$ cat src/rtl/crypto_pipe_if.sv
// Handshake bundle for crypto_pipe: input beat (data, key, mode) and result stream.
// master drives beats and accepts results; slave is the pipeline.
interface crypto_pipe_if #(
    parameter int DW = 16,
    parameter int KW = 5
);
    logic          in_valid;
    logic          in_ready;
    logic [DW-1:0] in_data;
    logic [KW-1:0] key_bits;
    logic          mode;
    logic          out_valid;
    logic          out_ready;
    logic [DW-1:0] out_data;

    modport master (
        output in_valid, in_data, key_bits, mode, out_ready,
        input  in_ready, out_valid, out_data
    );

    modport slave (
        input  in_valid, in_data, key_bits, mode, out_ready,
        output in_ready, out_valid, out_data
    );
endinterface

$ cat src/rtl/crypto_pipe.sv
// ROUNDS-stage rotate/xor/add cipher pipeline; every beat carries its own key and mode.
// The whole pipe shifts together whenever the last stage is empty or being drained.
module crypto_pipe #(
    parameter int DW     = 16,
    parameter int KW     = 5,
    parameter int ROUNDS = 3
) (
    input  logic          clk,
    input  logic          rst,
    crypto_pipe_if.slave  bus,
    output logic          busy,
    output logic [15:0]   done_count
);

    localparam logic [DW-1:0] DW_V = DW'(DW);

    logic              advance_s;
    logic              in_ready_s;
    logic [ROUNDS-1:0] valid_vec_s;
    logic [15:0]       done_count_r;

    function automatic logic [DW-1:0] rotl(input logic [DW-1:0] x, input logic [6:0] s);
        logic [2*DW-1:0] t;
        t = {x, x} << s;
        return t[2*DW-1:DW];
    endfunction

    function automatic logic [DW-1:0] rotr(input logic [DW-1:0] x, input logic [6:0] s);
        logic [2*DW-1:0] t;
        t = {x, x} >> s;
        return t[DW-1:0];
    endfunction

    // One cipher round; decrypt is the exact inverse of encrypt for the same round index.
    function automatic logic [DW-1:0] cipher_round(input logic [DW-1:0] x,
                                                   input logic [KW-1:0] key,
                                                   input logic          dec,
                                                   input logic [4:0]    rnd);
        logic [DW-1:0] k;
        logic [DW-1:0] rk;
        logic [DW-1:0] rem;
        logic [6:0]    s;
        k          = '0;
        k[KW-1:0]  = key;
        rem        = k % DW_V;
        s          = rem[6:0];
        rk         = k ^ {{(DW-5){1'b0}}, rnd};
        if (dec) begin
            return rotr(x - rk, s) ^ rk;
        end else begin
            return rotl(x ^ rk, s) + rk;
        end
    endfunction

    for (genvar i = 0; i < ROUNDS; i++) begin : g_stage
        localparam logic [4:0] ENC_RND = 5'(i);
        localparam logic [4:0] DEC_RND = 5'(ROUNDS - 1 - i);

        logic          valid_r;
        logic          mode_r;
        logic [DW-1:0] data_r;
        logic [KW-1:0] key_r;
        logic          src_valid_s;
        logic          src_mode_s;
        logic [DW-1:0] src_data_s;
        logic [KW-1:0] src_key_s;

        if (i == 0) begin : g_head
            assign src_valid_s = bus.in_valid & in_ready_s;
            assign src_mode_s  = bus.mode;
            assign src_data_s  = bus.in_data;
            assign src_key_s   = bus.key_bits;
        end else begin : g_body
            assign src_valid_s = g_stage[i-1].valid_r;
            assign src_mode_s  = g_stage[i-1].mode_r;
            assign src_data_s  = g_stage[i-1].data_r;
            assign src_key_s   = g_stage[i-1].key_r;
        end

        // Stage register: applies this stage's round while the pipe advances, holds otherwise.
        always_ff @(posedge clk) begin
            if (rst) begin
                valid_r <= 1'b0;
                mode_r  <= 1'b0;
                data_r  <= '0;
                key_r   <= '0;
            end else if (advance_s) begin
                valid_r <= src_valid_s;
                mode_r  <= src_mode_s;
                key_r   <= src_key_s;
                data_r  <= cipher_round(src_data_s, src_key_s, src_mode_s,
                                        src_mode_s ? DEC_RND : ENC_RND);
            end
        end

        assign valid_vec_s[i] = valid_r;
    end

    assign advance_s     = ~g_stage[ROUNDS-1].valid_r | bus.out_ready;
    assign in_ready_s    = advance_s & ~rst;
    assign bus.in_ready  = in_ready_s;
    assign bus.out_valid = g_stage[ROUNDS-1].valid_r;
    assign bus.out_data  = g_stage[ROUNDS-1].data_r;
    assign busy          = |valid_vec_s;
    assign done_count    = done_count_r;

    // Completed output handshakes, wrapping naturally at 16 bits.
    always_ff @(posedge clk) begin
        if (rst) begin
            done_count_r <= 16'h0000;
        end else if (bus.out_valid & bus.out_ready) begin
            done_count_r <= done_count_r + 16'h0001;
        end
    end

endmodule

$ cat src/flat_wrapper.sv
// flat-port wrapper written by rule: the top's interface ports become plain ports
module crypto_pipe_flat 
#(
    parameter int DW     = 16,
    parameter int KW     = 5,
    parameter int ROUNDS = 3
)
  (clk, rst, busy, done_count, bus_in_valid, bus_in_data, bus_key_bits, bus_mode, bus_out_ready, bus_in_ready, bus_out_valid, bus_out_data);
  crypto_pipe_if #(.DW(DW), .KW(KW)) bus_i ();
  input  logic clk;
  input  logic rst;
  output logic busy;
  output logic [15:0] done_count;
  input wire logic [$bits(bus_i.in_valid)-1:0] bus_in_valid;
  input wire logic [$bits(bus_i.in_data)-1:0] bus_in_data;
  input wire logic [$bits(bus_i.key_bits)-1:0] bus_key_bits;
  input wire logic [$bits(bus_i.mode)-1:0] bus_mode;
  input wire logic [$bits(bus_i.out_ready)-1:0] bus_out_ready;
  output wire logic [$bits(bus_i.in_ready)-1:0] bus_in_ready;
  output wire logic [$bits(bus_i.out_valid)-1:0] bus_out_valid;
  output wire logic [$bits(bus_i.out_data)-1:0] bus_out_data;
  assign bus_i.in_valid = bus_in_valid;
  assign bus_i.in_data = bus_in_data;
  assign bus_i.key_bits = bus_key_bits;
  assign bus_i.mode = bus_mode;
  assign bus_i.out_ready = bus_out_ready;
  assign bus_in_ready = bus_i.in_ready;
  assign bus_out_valid = bus_i.out_valid;
  assign bus_out_data = bus_i.out_data;
  crypto_pipe #(.DW(DW), .KW(KW), .ROUNDS(ROUNDS)) u_core (.clk(clk), .rst(rst), .bus(bus_i), .busy(busy), .done_count(done_count));
endmodule
$ cat config.mk
export PLATFORM = sky130hd
export DESIGN_NAME = crypto_pipe_flat
export DESIGN_NICKNAME = d
export VERILOG_FILES = /design/src/rtl/crypto_pipe_if.sv /design/src/rtl/crypto_pipe.sv /design/src/flat_wrapper.sv
export SDC_FILE = /design/constraint.sdc
export NUM_CORES = 1
export LEC_CHECK = 0
export BUFFER_PORTS_ARGS = -buffer_cell sky130_fd_sc_hd__clkbuf_2
export CAP_MARGIN = 20
export CORE_UTILIZATION = 65
export DETAILED_ROUTE_END_ITERATION = 10
export PLACE_DENSITY = 0.84
export SLEW_MARGIN = 10
export SYNTH_ARGS = -nofsm -noshare
export SYNTH_HDL_FRONTEND = slang
export SYNTH_SLANG_ARGS = --single-unit
export TNS_END_PERCENT = 1
$ cat constraint.sdc
create_clock -name clk -period 16.5 [get_ports clk]
set_input_delay 2.475 -clock clk [delete_from_list [all_inputs] [get_ports clk]]
set_output_delay 2.475 -clock clk [all_outputs]
set_load 0.005 [all_outputs]
After elaboration in Yosys (flattened, before gate mapping)
Index checks and enable logic that the tools add are counted.
- flip-flop bits (word level): 79
- bits in latches: 0
- RAM bits: 0
- ROM bits: 0
- input port bits: 26
- output and inout port bits: 35
- logic and storage cells: 45
- memories: 0
- add/subtract/negate cells: 7
- $mul: 0
- divide/modulo/power cells: 0
- magnitude comparators: 0
- equality and inequality tests: 0
- shift operators: 6
- mux-type cells: 5
- bitwise gates (word level): 15
- reductions and logical operators: 1
- operator list (kind ; count):
    left shift 32 x 4 -> 32 bit ; 3
    >> shifter 32 x 4 -> 16 bit ; 3
    bitwise XOR 16 bit ; 4
    2-to-1 mux 16 bit ; 3
    adder 16 bit ; 2
    subtractor 16 bit ; 2
    bitwise XOR 16 x 5 -> 16 bit ; 2
    adder 16 x 1 -> 16 bit (second input constant) ; 1
    adder 16 x 5 -> 16 bit ; 1
    subtractor 16 x 5 -> 16 bit ; 1
    bitwise XOR 5 bit ; 2
    2-to-1 mux 2 bit ; 2
    AND 1 bit ; 3
    inverter 1 bit ; 3
    OR reduction 3 bit ; 1
    OR 1 bit ; 1

Depth between registers and ports, before layout
Gate-level depths: netlist of run 1.
- depth after elaboration: 6
- depth in mapped cells: 22
- depth with buffers taken out: 18

Worst setup path after synthesis of run 1
OpenSTA, ideal clock, no wires.
- path type: in2reg
- start point: input bus_key_bits[2]
- end point: register u_core.g_stage[0].data_r[7]
- setup time: 0.141 ns
- data arrival time: 6.709 ns
- data required time: 16.359 ns
- setup slack: 9.650 ns
- cell stages on the path: 18
- buffers on the path: 4
- cells stage by stage: clkbuf_1 > inv_1 > buf_1 > buf_1 > clkbuf_1 > ha_1 > mux4_2 > o21ai_0 > a21o_1 > ha_1 > a21o_1 > a21oi_1 > nor2_1 > a211oi_1 > nor2_1 > xor2_1 > a221oi_1 > a221oi_1
- word-level cells in the longest chain between the ends: 5
- elaborated cells between the ends (all ways): 8
- classes of those cells: add/sub (2); shift (2); mux (1); bitwise (3)
- RTL lines (element ; line ; text):
    start: declaration ; flat_wrapper.sv:16 ; input wire logic [$bits(bus_i.key_bits)-1:0] bus_key_bits;
    bitwise XOR 5 bit ; crypto_pipe.sv:47 ; rk = k ^ {{(DW-5){1'b0}}, rnd};
    bitwise XOR 16 bit or subtractor 16 bit (tied branches) ; crypto_pipe.sv:51, crypto_pipe.sv:49 ;
    left shift 32 x 4 -> 32 bit or >> shifter 32 x 4 -> 16 bit (tied branches) ; crypto_pipe.sv:24, crypto_pipe.sv:30 ;
    adder 16 bit or bitwise XOR 16 bit (tied branches) ; crypto_pipe.sv:51, crypto_pipe.sv:49 ;
    2-to-1 mux 16 bit (*) ; crypto_pipe.sv:48 ; if (dec) begin
    end signal: assignment ; crypto_pipe.sv:91 ; data_r <= cipher_round(src_data_s, src_key_s, src_mode_s,
    end: declaration ; crypto_pipe.sv:61 ; logic [DW-1:0] data_r;
Mark *: on every way between the ends. The rest lies on a longest branch, timed or not.
A chain may end at the register's enable or synchronous reset.

Final worst setup path of run 1
Same ends and word-level chain as after synthesis.

==> results.ini, run 1 <==
[floorplan]
core-area_um2 = 18000
dieArea_um2 = 18900
rows = 49
die_y_um = 138
io_pins = 61
initial_core_util_pct = 66.3
fp.dieW_um = 138

[yosys]
yosysTopAreaCellShare_pct = 17.7
synth_area_um2 = 12000
syn-num-nets = 1567
synth_warnings = 0
ys_dominant_reg_cell = dfxtp_1
post_synth_inst_count = 1510
async_reset_ff_share_pct = 0
synth_seq_cells = 79
syn_area_per_cell_um2 = 7.92
netlist.top_cell.by_area = mux4_2
synth.distinct_cells = 82
synth_edf_count = 0
synth-seq-area-share_pct = 13.2
ys_top_cells_by_area = mux4_2 (18%), dfxtp_1 (13%), mux2i_1 (6.6%)

[critical_path]
path_cells = clkbuf_2, inv_1, buf_8, ha_1, inv_1, mux4_2, mux2i_1, mux2i_1, ha_1, a21oi_1, nor2_1, a211oi_1, nor2_1, xor2_1, a221oi_1, a221oi_1
timing_worst_setup_path_type = input pin to register
rrSetupSlack_ps = 10900
crit_slowest_cell = a211oi_1
startpoint_type = input pin
r2r-start = u_core.g_stage[1].key_r[2]$_SDFFE_PP0N_
end_kind = register
cp_num_buf_inv = 4
critical_path_arrival_ps = 7440
slowest_delay_ps = 640
rr_worst_depth = 17
critical-path-top-delay-family = buffers and inverters
crit_fanout = 36
r2r-end = u_core.bus.out_data[10]$_SDFFE_PP0N_
worstPathRequired_ps = 16700

[layout]
antenna_cells = 0
finalNonFillerCells = 1694
nets = 1517
fin_area_um2 = 12400
final_layout_size_suffix_gt1_share_pct = 17.1
final_common_cell = nand2_1
area_growth_pct = 3.89
final_cell_mix = nand2_1 (151), nor2_1 (130), mux4_2 (94), a21oi_1 (91), mux2i_1 (79)
n_fill_cell = 1484

[sta]
setup_viol = 0
maxClockFrequency_mhz = 138
finalHoldViolCount = 0
setup_ws_ps = 9270
timing.setup.tns_ps = 0
final.period_utilization_pct = 43.8
rsz0062_at_grt = false
max_slew_margin_pct = 30.6
skew_ps = 12.2
slew_violations = 0
worst_pin_slew_ps = 1040
period_needed_ps = 7230

[clock_tree]
post-cts-setup-buffer-count = 0
cts_tree = yes
path_clk_slew_ps = 70
numCtsBuffers = 9
cts_root_buffer = clkbuf_16
cts_max_level = 3
cts.sinks = 79
worstSkewPairLatency_ps = 360
cts_hold_buf = 0
clockBufferDepth = 2
cts_resized = 0

[global_route]
grt_max_degree = 58
antenna_found_initial = 0
grt_pass1_vias = 11100
grt_pass1_wl_um = 58900
grt_usage_pct = 39.7
gr-total-overflow = 0

[run]
maxCapViolCount = 0

[min_path]
hold_depth = 2
hold_end = u_core.g_stage[0].valid_r$_SDFFE_PP0N_
hold_start = u_core.g_stage[0].valid_r$_SDFFE_PP0N_
hold_path_class = register to register

[drt]
via_per_inst = 7.39
route.detailed.drc = 0
drt-pass1-iter-count = 7
drt_iter0_markers = 1744
dr_total_vias = 12500
wl_per_cell_um = 21.9
wl_um = 37000
ant_nets = 0

[placement]
port-buffer-count = 60
numPlacedInstances = 1677
gp_congestion = 1.03
place_ws_ps = 8850
hpwl_um = 26800
place_area_um2 = 12100

[power_and_ir_drop]
leakage_nw = 4.85
powerDensity_nw_per_um2 = 95.7
peakVddDrop_uv = 61.1

[run_status]
outcome = finished, final reports clean

## tightest hold or removal path, cell delays in order, from the launching register on
cell and delay, ps:
dfxtp_1 320, nand2_1 60, a21oi_1 50
## synthesized netlist by cell type, types with 11 or more instances
master and instances:
a211oi_1 27, a21oi_1 91, and3_1 11, nor2_1 131, buf_1 31, o2111ai_1 12, a22oi_1 17, nand2_1 151
o21ai_1 15, mux2i_1 79, mux2_2 26, dfxtp_1 79, clkbuf_1 90, nor4_1 14, o21ai_0 76, a31oi_1 18
xnor2_1 43, xor2_1 33, o21a_1 13, nand2b_1 16, o31ai_1 12, nor3_1 41, o211ai_1 28, mux4_2 94
inv_1 68, a21o_1 20, ha_1 25, buf_2 12, or3_1 14, nand3_1 37
## state kept, by name, summed over array words and instances (netlist names)
| register | flops |
|---|---|
| u_core.bus.out_valid | 1 |
| u_core.g_stage.data_r | 32 |
| u_core.g_stage.key_r | 10 |
| u_core.done_count | 16 |
| u_core.bus.out_data | 16 |
| u_core.g_stage.valid_r | 2 |
| u_core.g_stage.mode_r | 2 |
## how the worst max path moves through the flow
stage               cells past startpoint                                        to            start  slack [ps]
floorplan                              18  u_core.g_stage[0].data_r[7]$_SDFFE_PP0N_  bus_key_bits[2]        9650
global placement                       15  u_core.g_stage[0].data_r[7]$_SDFFE_PP0N_  bus_key_bits[2]        9020
detailed placement                     15  u_core.g_stage[0].data_r[7]$_SDFFE_PP0N_  bus_key_bits[2]        8850
CTS                                    15  u_core.g_stage[0].data_r[7]$_SDFFE_PP0N_  bus_key_bits[2]        9160
global route                           16  u_core.g_stage[0].data_r[7]$_SDFFE_PP0N_  bus_key_bits[2]        8880
finish                                 16  u_core.g_stage[0].data_r[7]$_SDFFE_PP0N_  bus_key_bits[2]        9270
## stage by stage
stage / util [%] / power [mW] / hold WS, ps
after floorplan: - / 0.784 / 441
after global placement: 67.2 / 0.939 / 449
after detailed placement: 67.2 / 0.954 / 463
after CTS: 68.8 / 1.16 / 475
after global routing: 68.9 / 1.25 / 490
final: 68.9 / 1.19 / 471
## cells by family after synthesis
logic type	share of synthesized area (%)
multiplexers	26.9
XOR/XNOR	5.57
AO/OA/AOI/OAI	25.4
flip-flops	13.2
AND/OR/NAND/NOR	18.2
adder cells (fa/ha/maj)	3.62
buffers and inverters	7.09
## routing by layer
layer,global-route usage [%],part of all wire [%]
met1,53.6,39
met2,60.9,45
met3,9.38,12
met4,15.3,3.9
met5,0,0
## power breakdown
part	leakage [nW]	internal (mW)	switching, mW	total (mW)
combinational	4.06	0.301	0.427	0.727
clock	0.143	0.107	0.0969	0.204
sequential	0.652	0.214	0.0428	0.257
total	4.85	0.622	0.566	1.19
## layout make-up
class / instances / area [um2] / area share [%]
Multi-Input combinational cell: 1216 / 9530 / 76.7
Sequential cell: 79 / 1590 / 12.8
Timing Repair Buffer: 77 / 435 / 3.51
Inverter: 77 / 289 / 2.33
Tap cell: 229 / 287 / 2.31
Clock buffer: 9 / 225 / 1.81
Clock inverter: 7 / 67.6 / 0.544
(Power assumes the default switching activity.)
==> run 2: changes to the inputs <==
--- a/config.mk
+++ b/config.mk
@@ -5,11 +5,12 @@
 export SDC_FILE = /design/constraint.sdc
 export NUM_CORES = 1
 export LEC_CHECK = 0
+export ABC_AREA = 1
 export BUFFER_PORTS_ARGS = -buffer_cell sky130_fd_sc_hd__clkbuf_2
 export CAP_MARGIN = 20
-export CORE_UTILIZATION = 65
+export CORE_UTILIZATION = 58
 export DETAILED_ROUTE_END_ITERATION = 10
-export PLACE_DENSITY = 0.84
+export PLACE_DENSITY = 0.79
 export SLEW_MARGIN = 10
 export SYNTH_ARGS = -nofsm -noshare
 export SYNTH_HDL_FRONTEND = slang
==> constraint.sdc (replaced) <==
create_clock -name clk -period 6.3 [get_ports clk]
set_input_delay 0.945 -clock clk [delete_from_list [all_inputs] [get_ports clk]]
set_output_delay 0.945 -clock clk [all_outputs]
set_load 0.005 [all_outputs]
==> results.ini, run 2 <==
[drt]
ant_nets = 0
drt-pass1-iter-count = 6
route.detailed.drc = 0
wl_um = 39700
via_per_inst = 6.07
wl_per_cell_um = 16.3
dr_total_vias = 14800
drt_iter0_markers = 2137

[placement]
port-buffer-count = 60
hpwl_um = 29900
gp_congestion = 1.01

[yosys]
post_synth_inst_count = 2185
yosysTopAreaCellShare_pct = 27.9
synth.distinct_cells = 43
async_reset_ff_share_pct = 0
synth_warnings = 0
synthMuxAreaShare_pct = 0.0883
synth_xor_area_share_pct = 0.927
synth_seq_cells = 79
ys_top_cells_by_area = nand3_1 (28%), nand2_1 (24%), dfxtp_1 (14%)
synth_compound_area_share_pct = 8.60
ys_dominant_reg_cell = dfxtp_1
synth_fa_ha_area_share_pct = 3.82
synth.most_common_cell = nand2_1
synth-simple-area-share_pct = 61.3
synth_edf_count = 0
synth_common_cells = nand2_1 (727), nand3_1 (633), inv_1 (182)
netlist.top_cell.by_area = nand3_1
synth_top_family_by_area = simple AND/OR/NAND/NOR gates
synth_area_um2 = 11300
syn-num-nets = 2242
synth-seq-area-share_pct = 13.9
syn_area_per_cell_um2 = 5.19

[clock_tree]
path_clk_slew_ps = 80
cts_root_buffer = clkbuf_16
worstSkewPairLatency_ps = 360
clockBufferDepth = 2
cts.sinks = 79
post-cts-setup-buffer-count = 0
cts_tree = yes
cts_resized = 0
cts_max_level = 3
cts_hold_buf = 0
numCtsBuffers = 9

[floorplan]
die_y_um = 142
dieArea_um2 = 20100
core-area_um2 = 19000
initial_core_util_pct = 59.8
rows = 50
io_pins = 61
fp.dieW_um = 142

[layout]
final_cell_mix = nand2_1 (727), nand3_1 (633), inv_1 (182), nor2_1 (135), dfxtp_1 (79)
final_common_cell = nand2_1
final_layout_size_suffix_gt1_share_pct = 6.59
n_fill_cell = 1960
largest_register_ff_count = 32
antenna_cells = 0
area_growth_pct = 4.98
nets = 2221
fin_util_pct = 62.8
max_flop_register = u_core.g_stage.data_r

[critical_path]
crit_start = u_core.g_stage[1].mode_r$_SDFFE_PP0N_
rr_worst_depth = 26
crit_end = u_core.bus.out_data[14]$_SDFFE_PP0N_
end_kind = register
critical_path_arrival_ps = 5040
r2r-start = u_core.g_stage[1].mode_r$_SDFFE_PP0N_
timing_worst_setup_path_type = register to register
r2r-end = u_core.bus.out_data[14]$_SDFFE_PP0N_
startpoint_type = register
rrSetupSlack_ps = 1510
crit_fanout = 19
worstPathRequired_ps = 6560

[sta]
skew_ps = 19.4
final.period_utilization_pct = 76.0
max_slew_margin_pct = 19.0
slew_violations = 0
period_needed_ps = 4790
setup_viol = 0
worst_pin_slew_ps = 1210
rsz0062_at_grt = false
timing.hold.ws_ps = 457
maxClockFrequency_mhz = 209
timing.setup.tns_ps = 0
finalHoldViolCount = 0

[power_and_ir_drop]
peakVddDrop_uv = 173
powerDensity_nw_per_um2 = 227
leakage_nw = 6.17

[run]
maxCapViolCount = 0

[run_status]
outcome = finished, final reports clean

[global_route]
antenna_found_initial = 0
grt_max_degree = 43
grt_pass1_vias = 12400
grt_pass1_wl_um = 63500
grt_usage_pct = 39.4
gr-total-overflow = 0

[min_path]
hold_path_class = register to register

==> run 2: changes by cell type in the layout (fill, tap and decap cells not counted), moves of 23 or more <==
cell      change
a211oi_1     -27
a21oi_1      -49
inv_1       +114
mux2_2       -26
mux2i_1      -78
mux4_2       -94
nand2_1     +576
nand3_1     +596
nand4_1      +23
nor3_1       -32
xnor2_1      -42
==> run 2: routing by layer <==
layer / vias up / global-route usage, % / part of all wire (%)
met5: - / 0 / 0
met4: 0 / 14.5 / 3.7
met2: 840 / 61.9 / 44
li1: 7224 / - / -
met1: 6570 / 54.2 / 43
met3: 116 / 6.07 / 9.7
==> run 2: worst max-delay path, cell delays in order, from the launching register on <==
cell and delay (ps):
dfxtp_1 700, clkinv_1 610, nor2_1 290, nor2_1 130
inv_1 120, ha_1 280, nand2_1 80, nand2_1 80
o21ai_1 160, nand2_1 90, nand2_1 90, nor2_1 50
a31oi_1 160, ha_1 190, inv_1 60, fa_1 380
or2_2 320, nand3_1 100, nand3_1 140, a21oi_2 230
nand2_1 70, nand2_1 60, nand2_1 40, nand2_1 50
nand3_1 80, nand2_1 80, inv_1 40
==> run 2: cell families after synthesis <==
family | Yosys count
mux | 1
simple gates | 1579
flops | 79
xor+xnor | 12
fa+ha+maj | 31
buf+inv | 309
compound gates | 174
==> run 2: final cells by class <==
| cell class | count | area, um2 | share of cell area [%] |
|---|---|---|---|
| clock inverter | 7 | 106 | 0.893 |
| tap | 260 | 325 | 2.73 |
| multi-input combinational | 1797 | 8480 | 71.2 |
| inverter | 198 | 746 | 6.26 |
| sequential | 79 | 1580 | 13.3 |
| timing repair buffer | 79 | 443 | 3.72 |
| clock buffer | 9 | 225 | 1.89 |
==> run 2: stage by stage <==
stage,total power [mW],setup WS [ps],cells,area [um2]
6_report,2.71,1510,2429,11900
5_1_grt,2.91,918,2429,11900
4_1_cts,2.66,1590,2429,11900
3_5_place_dp,2.06,1590,2413,11600
3_3_place_gp,2.04,1720,2413,11600
2_1_floorplan,1.70,1880,2185,11300
==> run 2: worst min-delay path by stage <==
stage	to	slack (ps)	from	depth (start not counted)
global placement	u_core.bus.out_data[9]$_SDFFE_PP0N_	440	u_core.bus.out_data[9]$_SDFFE_PP0N_	2
floorplan	u_core.bus.out_data[0]$_SDFFE_PP0N_	450	u_core.bus.out_data[0]$_SDFFE_PP0N_	2
detailed placement	u_core.bus.out_data[0]$_SDFFE_PP0N_	440	u_core.bus.out_data[0]$_SDFFE_PP0N_	2
CTS	u_core.bus.out_data[0]$_SDFFE_PP0N_	460	u_core.bus.out_data[0]$_SDFFE_PP0N_	2
finish	u_core.bus.out_data[0]$_SDFFE_PP0N_	460	u_core.bus.out_data[0]$_SDFFE_PP0N_	2
global route	u_core.bus.out_data[7]$_SDFFE_PP0N_	480	u_core.bus.out_data[7]$_SDFFE_PP0N_	2
==> run 2: power by group <==
part	switching (mW)	internal (mW)	total, mW
Combinational	1.01	0.467	1.48
Sequential	0.0742	0.553	0.627
Clock	0.245	0.356	0.601
==> run 3: changes to the inputs <==
--- a/config.mk
+++ b/config.mk
@@ -5,7 +5,7 @@
 export SDC_FILE = /design/constraint.sdc
 export NUM_CORES = 1
 export LEC_CHECK = 0
-export ABC_AREA = 1
+export ABC_AREA = 0
 export BUFFER_PORTS_ARGS = -buffer_cell sky130_fd_sc_hd__clkbuf_2
 export CAP_MARGIN = 20
 export CORE_UTILIZATION = 58
==> constraint.sdc (replaced) <==
create_clock -name clk -period 4.2 [get_ports clk]
set_input_delay 0.63 -clock clk [delete_from_list [all_inputs] [get_ports clk]]
set_output_delay 0.63 -clock clk [all_outputs]
set_load 0.005 [all_outputs]
==> results.ini, run 3 (same netlist as run 1, synthesis figures left out) <==
[layout]
antenna_cells = 0
final_cell_mix = nand2_1 (151), nor2_1 (130), mux4_2 (94), a21oi_1 (89), mux2i_1 (79)
nets = 1570
ff_latch_area_um2 = 1590
largest_register_ff_count = 32
final_common_cell = nand2_1
n_fill_cell = 1736
multi_input_area_um2 = 9610
area_growth_pct = 8.46
finalNonFillerCells = 1788
final_layout_size_suffix_gt1_share_pct = 20.9
max_flop_register = u_core.g_stage.data_r

[floorplan]
io_pins = 61
initial_core_util_pct = 59.1
die_y_um = 146
dieArea_um2 = 21200
rows = 52
fp.dieW_um = 146
core-area_um2 = 20200

[sta]
slew_violations = 0
final.period_utilization_pct = 94.4
setup_viol = 0
maxClockFrequency_mhz = 252
worst_pin_slew_ps = 753
skew_ps = 8.61
finalHoldViolCount = 0
timing.hold.ws_ps = 470
period_needed_ps = 3970
max_slew_margin_pct = 49.3

[placement]
hpwl_um = 29800
gp_congestion = 1.04
port-buffer-count = 60
numPlacedInstances = 1770

[global_route]
gr-total-overflow = 0
grt_usage_pct = 37.4
antenna_found_initial = 0
grt_max_degree = 57
grt_pass1_vias = 11700
grt_pass1_wl_um = 63600

[power_and_ir_drop]
leakage_nw = 5.12
p_sw_share_pct = 47.3
clkPwrFrac_pct = 16.3
powerDensity_nw_per_um2 = 372
combPwrFrac_pct = 64.0
p_seq_share_pct = 19.7
peakVddDrop_uv = 207
p_sw_mw = 2.28
p_int_mw = 2.54

[drt]
wl_per_cell_um = 22.1
route.detailed.drc = 0
wl_um = 39500
drt-pass1-iter-count = 5
ant_nets = 0
drt_iter0_markers = 1515
dr_total_vias = 12700
via_per_inst = 7.08

[clock_tree]
cts.sinks = 79
numCtsBuffers = 9
cts_max_level = 3
path_clk_slew_ps = 70
cts_root_buffer = clkbuf_16
clockBufferDepth = 2
cts_tree = yes
cts_hold_buf = 0
worstSkewPairLatency_ps = 350

[critical_path]
slowest_delay_ps = 490
path_cells = clkbuf_2, xor2_4, inv_2, ha_1, mux4_2, nand2_1, o211ai_1, o21ai_0, ha_1, inv_1, fa_1, inv_1, a21oi_1, o21ai_0, a31oi_1, nor4_1, xnor2_1, a2111oi_0
startpoint_type = input pin
timing_worst_setup_path_type = input pin to register
critical_path_arrival_ps = 4180
end_kind = register
crit_fanout = 5
worstPathRequired_ps = 4410
crit_slowest_cell = mux4_2

[run_status]
outcome = finished, final reports clean

[min_path]
hold_path_class = register to register

[run]
maxCapViolCount = 0

run 3: cell count changes in the layout (fill, tap and decap cells not counted), moves of 31 or more:
cell / delta
nand3_1: -596
a21oi_1: +47
buf_4: +50
mux4_2: +94
nand2_1: -576
mux2i_1: +78
xnor2_1: +41
nor3_1: +31
inv_1: -116
run 3: power by group through the flow:
stage	clock, mW	combinational [mW]	sequential, mW
final	0.786	3.09	0.949
after global routing	0.826	3.31	0.954
after CTS	0.791	2.99	0.943
after detailed placement	0	2.97	0.960
after global placement	0	2.91	0.958
after floorplan	0	2.19	0.910
run 3: through the flow:
step / total power [mW] / util (%) / setup WS [ps] / instance area, um2 / setup TNS [ps]
6_report: 4.82 / 64.1 / 233 / 13000 / 0
5_1_grt: 5.09 / 64.1 / -88.8 / 13000 / -88.8
4_1_cts: 4.73 / 63.9 / 232 / 12900 / 0
3_5_place_dp: 3.93 / 62.4 / -14.1 / 12600 / -14.1
3_3_place_gp: 3.87 / 62.4 / 212 / 12600 / 0
2_1_floorplan: 3.10 / - / -14.4 / 12100 / -27.2
run 3: final cells by class:
| cell class | instances | share of cell area (%) |
|---|---|---|
| sequential | 79 | 12.3 |
| inverter | 77 | 2.29 |
| multi-input combinational | 1216 | 74.1 |
| clock inverter | 7 | 0.589 |
| tap | 270 | 2.61 |
| clock buffer | 9 | 1.74 |
| timing repair buffer | 130 | 6.40 |
run 3: final timing paths:
check	startpoint	end	slack, ps	cells after the start
max	bus_key_bits[1]	u_core.g_stage[0].data_r[14]$_SDFFE_PP0N_	230	18
min reg2reg	u_core.g_stage[1].valid_r$_SDFFE_PP0N_	u_core.g_stage[1].valid_r$_SDFFE_PP0N_	470	2
max reg2reg	u_core.g_stage[1].mode_r$_SDFFE_PP0N_	u_core.bus.out_data[10]$_SDFFE_PP0N_	240	17
min	u_core.g_stage[1].valid_r$_SDFFE_PP0N_	u_core.g_stage[1].valid_r$_SDFFE_PP0N_	470	2
run 3: timing repair:
item / CTS / global route
setup endpoints to repair: 0 / 4
resized for setup: 0 / 7
setup buffers: 0 / 2
run 3: metal layers:
metal  global-route usage, %  share of wire (%)  vias up
met5                       0                  0        -
met4                    15.9                4.5        0
met3                    4.98                 10      168
met2                    61.0                 47      879
met1                    49.8                 39     5899
li1                        -                  -     5717
run 3: worst max-delay path, delay by kind of cell:
kind            cells  cell delay [ps]
compound gates      6             1060
fa+ha+maj           3              900
mux                 1              490
buf+inv             4              400
simple gates        2              390
xor+xnor            2              300
